--- config.mk ---
export PLATFORM = sky130hd
export DESIGN_NAME = bus_req_watchdog
export DESIGN_NICKNAME = d
export VERILOG_FILES = /design/src/rtl/bus_watchdog_pkg.sv /design/src/rtl/bus_wd_channel.sv /design/src/rtl/bus_req_watchdog.sv
export SDC_FILE = /design/constraint.sdc
export NUM_CORES = 1
export LEC_CHECK = 0
export ABC_AREA = 1
export BUFFER_PORTS_ARGS = -buffer_cell sky130_fd_sc_hd__buf_4
export CORE_ASPECT_RATIO = 0.75
export CORE_MARGIN = 4
export CORE_UTILIZATION = 41
export DETAILED_ROUTE_END_ITERATION = 8
export PLACE_DENSITY = 0.76
export SLEW_MARGIN = 30
export SYNTH_ARGS = -nofsm -noshare
export SYNTH_HDL_FRONTEND = slang
export SYNTH_SLANG_ARGS = --single-unit
--- constraint.sdc ---
create_clock -name CLK -period 2.1 [get_ports CLK]
set_input_delay 0.315 -clock CLK [delete_from_list [all_inputs] [get_ports CLK]]
set_output_delay 0.315 -clock CLK [all_outputs]
set_load 0.02 [all_outputs]
--- src/rtl/bus_watchdog_pkg.sv ---
// Shared types and defaults for the per-requester bus watchdog.
// Holds the channel FSM state type, default sizing constants and a
// width helper used for the timeout channel index port.
package bus_watchdog_pkg;

  typedef enum logic [1:0] {
    IDLE = 2'd0,
    WAIT = 2'd1,
    TMO  = 2'd2
  } wd_state_t;

  localparam int WD_NUM_CPUS       = 4;
  localparam int WD_TIMEOUT_CYCLES = 20;
  localparam int WD_CNT_W          = 16;

  // Index width for n items, never narrower than one bit so a single
  // channel still gets a usable port.
  function automatic int clog2_min1(input int n);
    return (n <= 2) ? 1 : $clog2(n);
  endfunction

endpackage

--- src/rtl/bus_wd_channel.sv ---
// One watchdog channel: request/ack FSM, wait-latency counter, sticky
// timeout and protocol-error flags, and optional statistics.
// Statistics (max latency, completion count) exist only when
// WATCHDOG_STATS_EN is defined; otherwise those outputs are tied to 0.
module bus_wd_channel
  import bus_watchdog_pkg::*;
#(
  parameter int TIMEOUT_CYCLES = WD_TIMEOUT_CYCLES,
  parameter int CNT_W          = WD_CNT_W
) (
  input  logic             i_clk,
  input  logic             i_rst,
  input  logic             i_req,
  input  logic             i_ack,
  input  logic             i_clear,
  output logic             o_timeoutFlag,
  output logic             o_protoErr,
  output logic [CNT_W-1:0] o_maxLat,
  output logic [CNT_W-1:0] o_doneCnt
);

  localparam int LAT_W = $clog2(TIMEOUT_CYCLES + 1);
  // Latency value in the last cycle that can still complete on time.
  localparam logic [LAT_W-1:0] LAT_LAST = LAT_W'(TIMEOUT_CYCLES - 1);

  wd_state_t        r_state;
  wd_state_t        w_stateNext;
  logic [LAT_W-1:0] r_lat;
  logic [LAT_W-1:0] w_latNext;
  logic             w_setTmo;
  logic             w_setProto;
  logic             r_timeoutFlag;
  logic             r_protoErr;

  // State and latency registers; reset abandons any transaction in flight.
  always_ff @(posedge i_clk) begin
    if (i_rst) begin
      r_state <= IDLE;
      r_lat   <= '0;
    end else begin
      r_state <= w_stateNext;
      r_lat   <= w_latNext;
    end
  end

  // Next-state logic; latency counts the cycles a request has waited.
  always_comb begin
    w_stateNext = r_state;
    w_latNext   = r_lat;
    w_setTmo    = 1'b0;
    w_setProto  = 1'b0;
    case (r_state)
      IDLE: begin
        if (i_req && !i_ack) begin
          w_stateNext = WAIT;
          w_latNext   = LAT_W'(1);
        end
      end
      WAIT: begin
        if (i_ack) begin
          w_stateNext = IDLE;
          w_latNext   = '0;
        end else if (!i_req) begin
          w_stateNext = IDLE;
          w_latNext   = '0;
          w_setProto  = 1'b1;
        end else begin
          w_latNext = r_lat + LAT_W'(1);
          if (r_lat == LAT_LAST) begin
            w_stateNext = TMO;
            w_setTmo    = 1'b1;
          end
        end
      end
      TMO: begin
        if (i_ack || !i_req) begin
          w_stateNext = IDLE;
          w_latNext   = '0;
        end
      end
      default: begin
        w_stateNext = IDLE;
        w_latNext   = '0;
      end
    endcase
  end

  // Sticky flags: a new event in the same cycle beats a clear request.
  always_ff @(posedge i_clk) begin
    if (i_rst) begin
      r_timeoutFlag <= 1'b0;
      r_protoErr    <= 1'b0;
    end else begin
      if (w_setTmo) begin
        r_timeoutFlag <= 1'b1;
      end else if (i_clear) begin
        r_timeoutFlag <= 1'b0;
      end
      if (w_setProto) begin
        r_protoErr <= 1'b1;
      end else if (i_clear) begin
        r_protoErr <= 1'b0;
      end
    end
  end

  assign o_timeoutFlag = r_timeoutFlag;
  assign o_protoErr    = r_protoErr;

`ifdef WATCHDOG_STATS_EN
  localparam int MW = (CNT_W > LAT_W) ? CNT_W : LAT_W;
  localparam logic [MW-1:0] CNT_MAX = MW'({CNT_W{1'b1}});

  logic             w_complete;
  logic [MW-1:0]    w_latExt;
  logic [CNT_W-1:0] w_latSat;
  logic [CNT_W-1:0] r_maxLat;
  logic [CNT_W-1:0] r_doneCnt;

  // r_lat is always 0 in IDLE, so it is the completion latency in both cases.
  assign w_complete = ((r_state == IDLE) && i_req && i_ack) ||
                      ((r_state == WAIT) && i_ack);
  assign w_latExt   = MW'(r_lat);
  assign w_latSat   = (w_latExt > CNT_MAX) ? '1 : w_latExt[CNT_W-1:0];

  // Statistics update on every on-time completion; late acks are ignored.
  always_ff @(posedge i_clk) begin
    if (i_rst) begin
      r_maxLat  <= '0;
      r_doneCnt <= '0;
    end else if (w_complete) begin
      if (r_doneCnt != '1) begin
        r_doneCnt <= r_doneCnt + CNT_W'(1);
      end
      if (w_latSat > r_maxLat) begin
        r_maxLat <= w_latSat;
      end
    end
  end

  assign o_maxLat  = r_maxLat;
  assign o_doneCnt = r_doneCnt;
`else
  assign o_maxLat  = '0;
  assign o_doneCnt = '0;
`endif

endmodule

--- src/rtl/bus_req_watchdog.sv ---
// Per-requester bus watchdog: one independent channel monitor per CPU
// plus a lowest-index priority encoder for the timed-out channel.
// Define WATCHDOG_STATS_EN to build the max_lat / done_cnt statistics.
module bus_req_watchdog
  import bus_watchdog_pkg::*;
#(
  parameter int NUM_CPUS       = WD_NUM_CPUS,
  parameter int TIMEOUT_CYCLES = WD_TIMEOUT_CYCLES,
  parameter int CNT_W          = WD_CNT_W
) (
  input  logic                              CLK,
  input  logic                              RST,
  input  logic [NUM_CPUS-1:0]               req,
  input  logic [NUM_CPUS-1:0]               ack,
  input  logic [NUM_CPUS-1:0]               clear,
  output logic [NUM_CPUS-1:0]               timeout_flag,
  output logic [NUM_CPUS-1:0]               proto_err,
  output logic                              timeout_any,
  output logic [clog2_min1(NUM_CPUS)-1:0]   timeout_ch,
  output logic [NUM_CPUS*CNT_W-1:0]         max_lat,
  output logic [NUM_CPUS*CNT_W-1:0]         done_cnt
);

  localparam int CH_W = clog2_min1(NUM_CPUS);

  logic [CH_W-1:0] w_tmoCh;

  for (genvar g = 0; g < NUM_CPUS; g++) begin : g_ch
    bus_wd_channel #(
      .TIMEOUT_CYCLES(TIMEOUT_CYCLES),
      .CNT_W         (CNT_W)
    ) u_ch (
      .i_clk        (CLK),
      .i_rst        (RST),
      .i_req        (req[g]),
      .i_ack        (ack[g]),
      .i_clear      (clear[g]),
      .o_timeoutFlag(timeout_flag[g]),
      .o_protoErr   (proto_err[g]),
      .o_maxLat     (max_lat[g*CNT_W +: CNT_W]),
      .o_doneCnt    (done_cnt[g*CNT_W +: CNT_W])
    );
  end

  // Lowest-index timed-out channel wins; scanning downward lets it overwrite.
  always_comb begin
    w_tmoCh = '0;
    for (int i = NUM_CPUS - 1; i >= 0; i--) begin
      if (timeout_flag[i]) begin
        w_tmoCh = CH_W'(i);
      end
    end
  end

  assign timeout_ch  = w_tmoCh;
  assign timeout_any = |timeout_flag;

endmodule

==> impl_metrics.csv <==
group,metric,value,unit
power_and_ir_drop,power,1.61,mW
cells_and_area,final_cells,500,
clock_network,numCtsBuffers,5,
cells_and_area,final.fill_count,667,
sta,slew_violations,0,
worst_setup_path,worstPathCellList,"inv_1 -> a21oi_1 -> nor2_1 -> buf_4",
synth,synth_top_family_by_area,"buffers and inverters",
synth,synth_xor_xnor_area_share,0,%
die,coreArea,6510,um^2
cells_and_area,multi_input_area,1420,um^2
detailed_routing,drc,0,
die,rows,25,
worst_setup_path,crit_fanout,4,
detailed_routing,dr.pass1.iters,4,
die,dieArea,8320,um^2
worst_setup_path,critPathKind,"reg -> out",
grt,grt.overflow.total,0,
worst_setup_path,cp_data_required_time,1.78,ns
detailed_routing,vias,2100,
synth,ys_warn_count,0,
clock_network,cts-resized-gates,0,
flow_run,maxCapViolCount,0,
cells_and_area,syn_to_final_growth,-6.53,%
sta,fin_crit,1.42,ns
synth,async_flop_share,0,%
die,io_pins,153,
run_status,status,"finished, final reports clean",
place,numPortBuffers,24,
worst_setup_path,cp-end-kind,"output pin",
clock_network,path_clk_slew,0.08,ns
cells_and_area,diodes,0,
power_and_ir_drop,ir_worst_vdd,244,uV
worst_setup_path,path_buf_inv,2,
worst_setup_path,cp.arrival,1.10,ns
cells_and_area,layout.area.seq,721,um^2
synth,synth-simple-area-share,23.5,%
synth,syn_inst,401,
clock_network,clock-sinks,36,
synth,synthTopCellsByArea,"buf_4 36%, dfxtp_1 25%, nand2_1 9.3%",
clock_network,cts_setup_buffers,0,
detailed_routing,ant_nets,0,
grt,antenna_found_initial,0,
worst_setup_path,reg2reg_slack,0.97,ns
grt,grt_max_degree,27,
place,place.gp.congestion,0.823,
clock_network,tritoncts,"yes",
sta,finalHoldViolCount,0,
power_and_ir_drop,p_leak,1.25,nW
grt,grt_pass1_vias,1650,
grt,track_usage,10.8,%
detailed_routing,viasPerCell,4.20,
sta,fin_skew,0.00498,ns
clock_network,worstSkewPairLatency,0.30,ns
sta,rsz0062_at_grt,"false",
synth,synth_ff_type,"dfxtp_1",
cells_and_area,final_common_cell,"conb_1",
synth,netlist.top_cell.by_area,"buf_4",
synth,synth_fa_ha_area_share,1.77,%
clock_network,holdBufCountCts,0,
worst_setup_path,crit_slowest_cell,"dfxtp_1",
detailed_routing,routed_wl,4860,um
cells_and_area,layout_common_cells,"128 x conb_1, 70 x nand2_1, 40 x nand3_1, 36 x dfxtp_1, 33 x a21oi_1",
sta,tns,0,ns
place,placedCellCount,492,
worst_setup_path,crit_family,"flip-flops",
die,initial_utilization,43.6,%
synth,synth_top_area_share,36.3,%
cells_and_area,drive_gt1_share,11.7,%
worst_setup_path,worst_path_largest_cell_delay,0.42,ns
cells_and_area,final_util,40.7,%
clock_network,clock_path_buffers,2,
detailed_routing,drtIter0Drc,149,
cells_and_area,nNetsFinal,436,
sta,setup_viol,0,
min_path,hold_path_class,"in -> reg",
detailed_routing,wl_per_cell,9.71,um
worst_setup_path,crit_path_start_kind,"flop",
synth,synth_edf_count,0,
clock_network,cts_root_buf,"clkbuf_8",
synth,synth_mux_area_share,0,%
synth,ys_seq_area_share,25.4,%
place,hpwlAfterDp,3850,um
synth,ys_ff_latch,36,
synth,synth.distinct_cells,20,
synth,syn-mean-instance-area,7.07,um^2
clock_network,htree_num_levels,2,
synth,synth_area,2830,um^2
sta,fin_crit_sh,67.5,%
grt,grt_pass1_wl,7380,um
sta,fmax,0.705,GHz
die,die_w,104,um
power_and_ir_drop,p_per_area,609,nW/um^2
synth,synth_compound_area_share,7.86,%
die,die-height,80,um
-- registers in the layout, indices dropped and copies added (netlist names) --
register                 cells
g_ch.u_ch.o_protoErr         4
g_ch.u_ch.r_lat             20
g_ch.u_ch.o_timeoutFlag      4
g_ch.u_ch.r_state            8
-- metrics by stage --
stage                     hold WS [ns]  worst slack [ns]  area [um^2]
after floorplan                  0.444             0.924         3310
after global placement           0.452             0.985         2540
after detailed placement         0.457             0.979         2540
after CTS                        0.263             0.665         2650
after global routing             0.270             0.562         2650
final                            0.269             0.682         2650
-- area by class of cell --
type                            count  area share, %
Sequential cell                    36           27.2
Multi-Input combinational cell    320           53.6
Timing Repair Buffer               24           6.80
Clock buffer                        5           2.60
Clock inverter                      3           1.61
Tap cell                           81           3.83
Inverter                           31           4.39
-- synth_stat cells, types with 2 or more instances --
library cell,instances
nor2_1,13
inv_2,4
nand4_1,9
buf_4,137
a21oi_1,33
inv_1,27
nand2_1,70
dfxtp_1,36
nand3_1,40
buf_2,3
o21ai_0,8
a21oi_2,2
ha_1,4
nor2_4,3
nand2_2,3
nor3_1,2
nor2_2,4
-- routing by layer --
| layer | global-route usage [%] | part of all wire, % |
|---|---|---|
| met1 | 13.0 | 43 |
| met2 | 17.3 | 47 |
| met3 | 5.09 | 9.2 |
| met4 | 3.19 | 0.93 |
| met5 | 0 | 0 |
-- worst reg2reg max path, delay by kind of cell, from the launching register on --
family,cells,cell delay [ns]
adders and majority gates,1,0.26
DFF,1,0.39
and+or+nand+nor,3,0.29
AOI/OAI and AO/OA,1,0.12
-- where the power goes --
| part | internal, mW | switching (mW) | leakage, nW |
|---|---|---|---|
| logic | 0.0341 | 0.262 | 0.909 |
| registers | 0.692 | 0.0105 | 0.291 |
| clock network | 0.351 | 0.264 | 0.0541 |
| total | 1.08 | 0.536 | 1.25 |
-- cell families after synthesis --
| family | Yosys count |
|---|---|
| DFF | 36 |
| other | 1 |
| adders and majority gates | 4 |
| buffers and inverters | 172 |
| and+or+nand+nor | 145 |
| AOI/OAI and AO/OA | 43 |
-- path summary, 6_finish.rpt --
| check | startpoint | endpoint | depth (start not counted) |
|---|---|---|---|
| setup / recovery | g_ch[2].u_ch.o_timeoutFlag$_SDFFE_PP0P_ | timeout_ch[0] | 4 |
| hold / removal | clear[1] | g_ch[1].u_ch.o_protoErr$_SDFFE_PP0P_ | 4 |
| setup reg to reg | g_ch[1].u_ch.r_lat[0]$_SDFFE_PP0P_ | g_ch[1].u_ch.r_state[1]$_SDFFE_PP0P_ | 5 |
| hold reg to reg | g_ch[1].u_ch.o_protoErr$_SDFFE_PP0P_ | g_ch[1].u_ch.o_protoErr$_SDFFE_PP0P_ | 2 |
(Power assumes the default switching activity.)
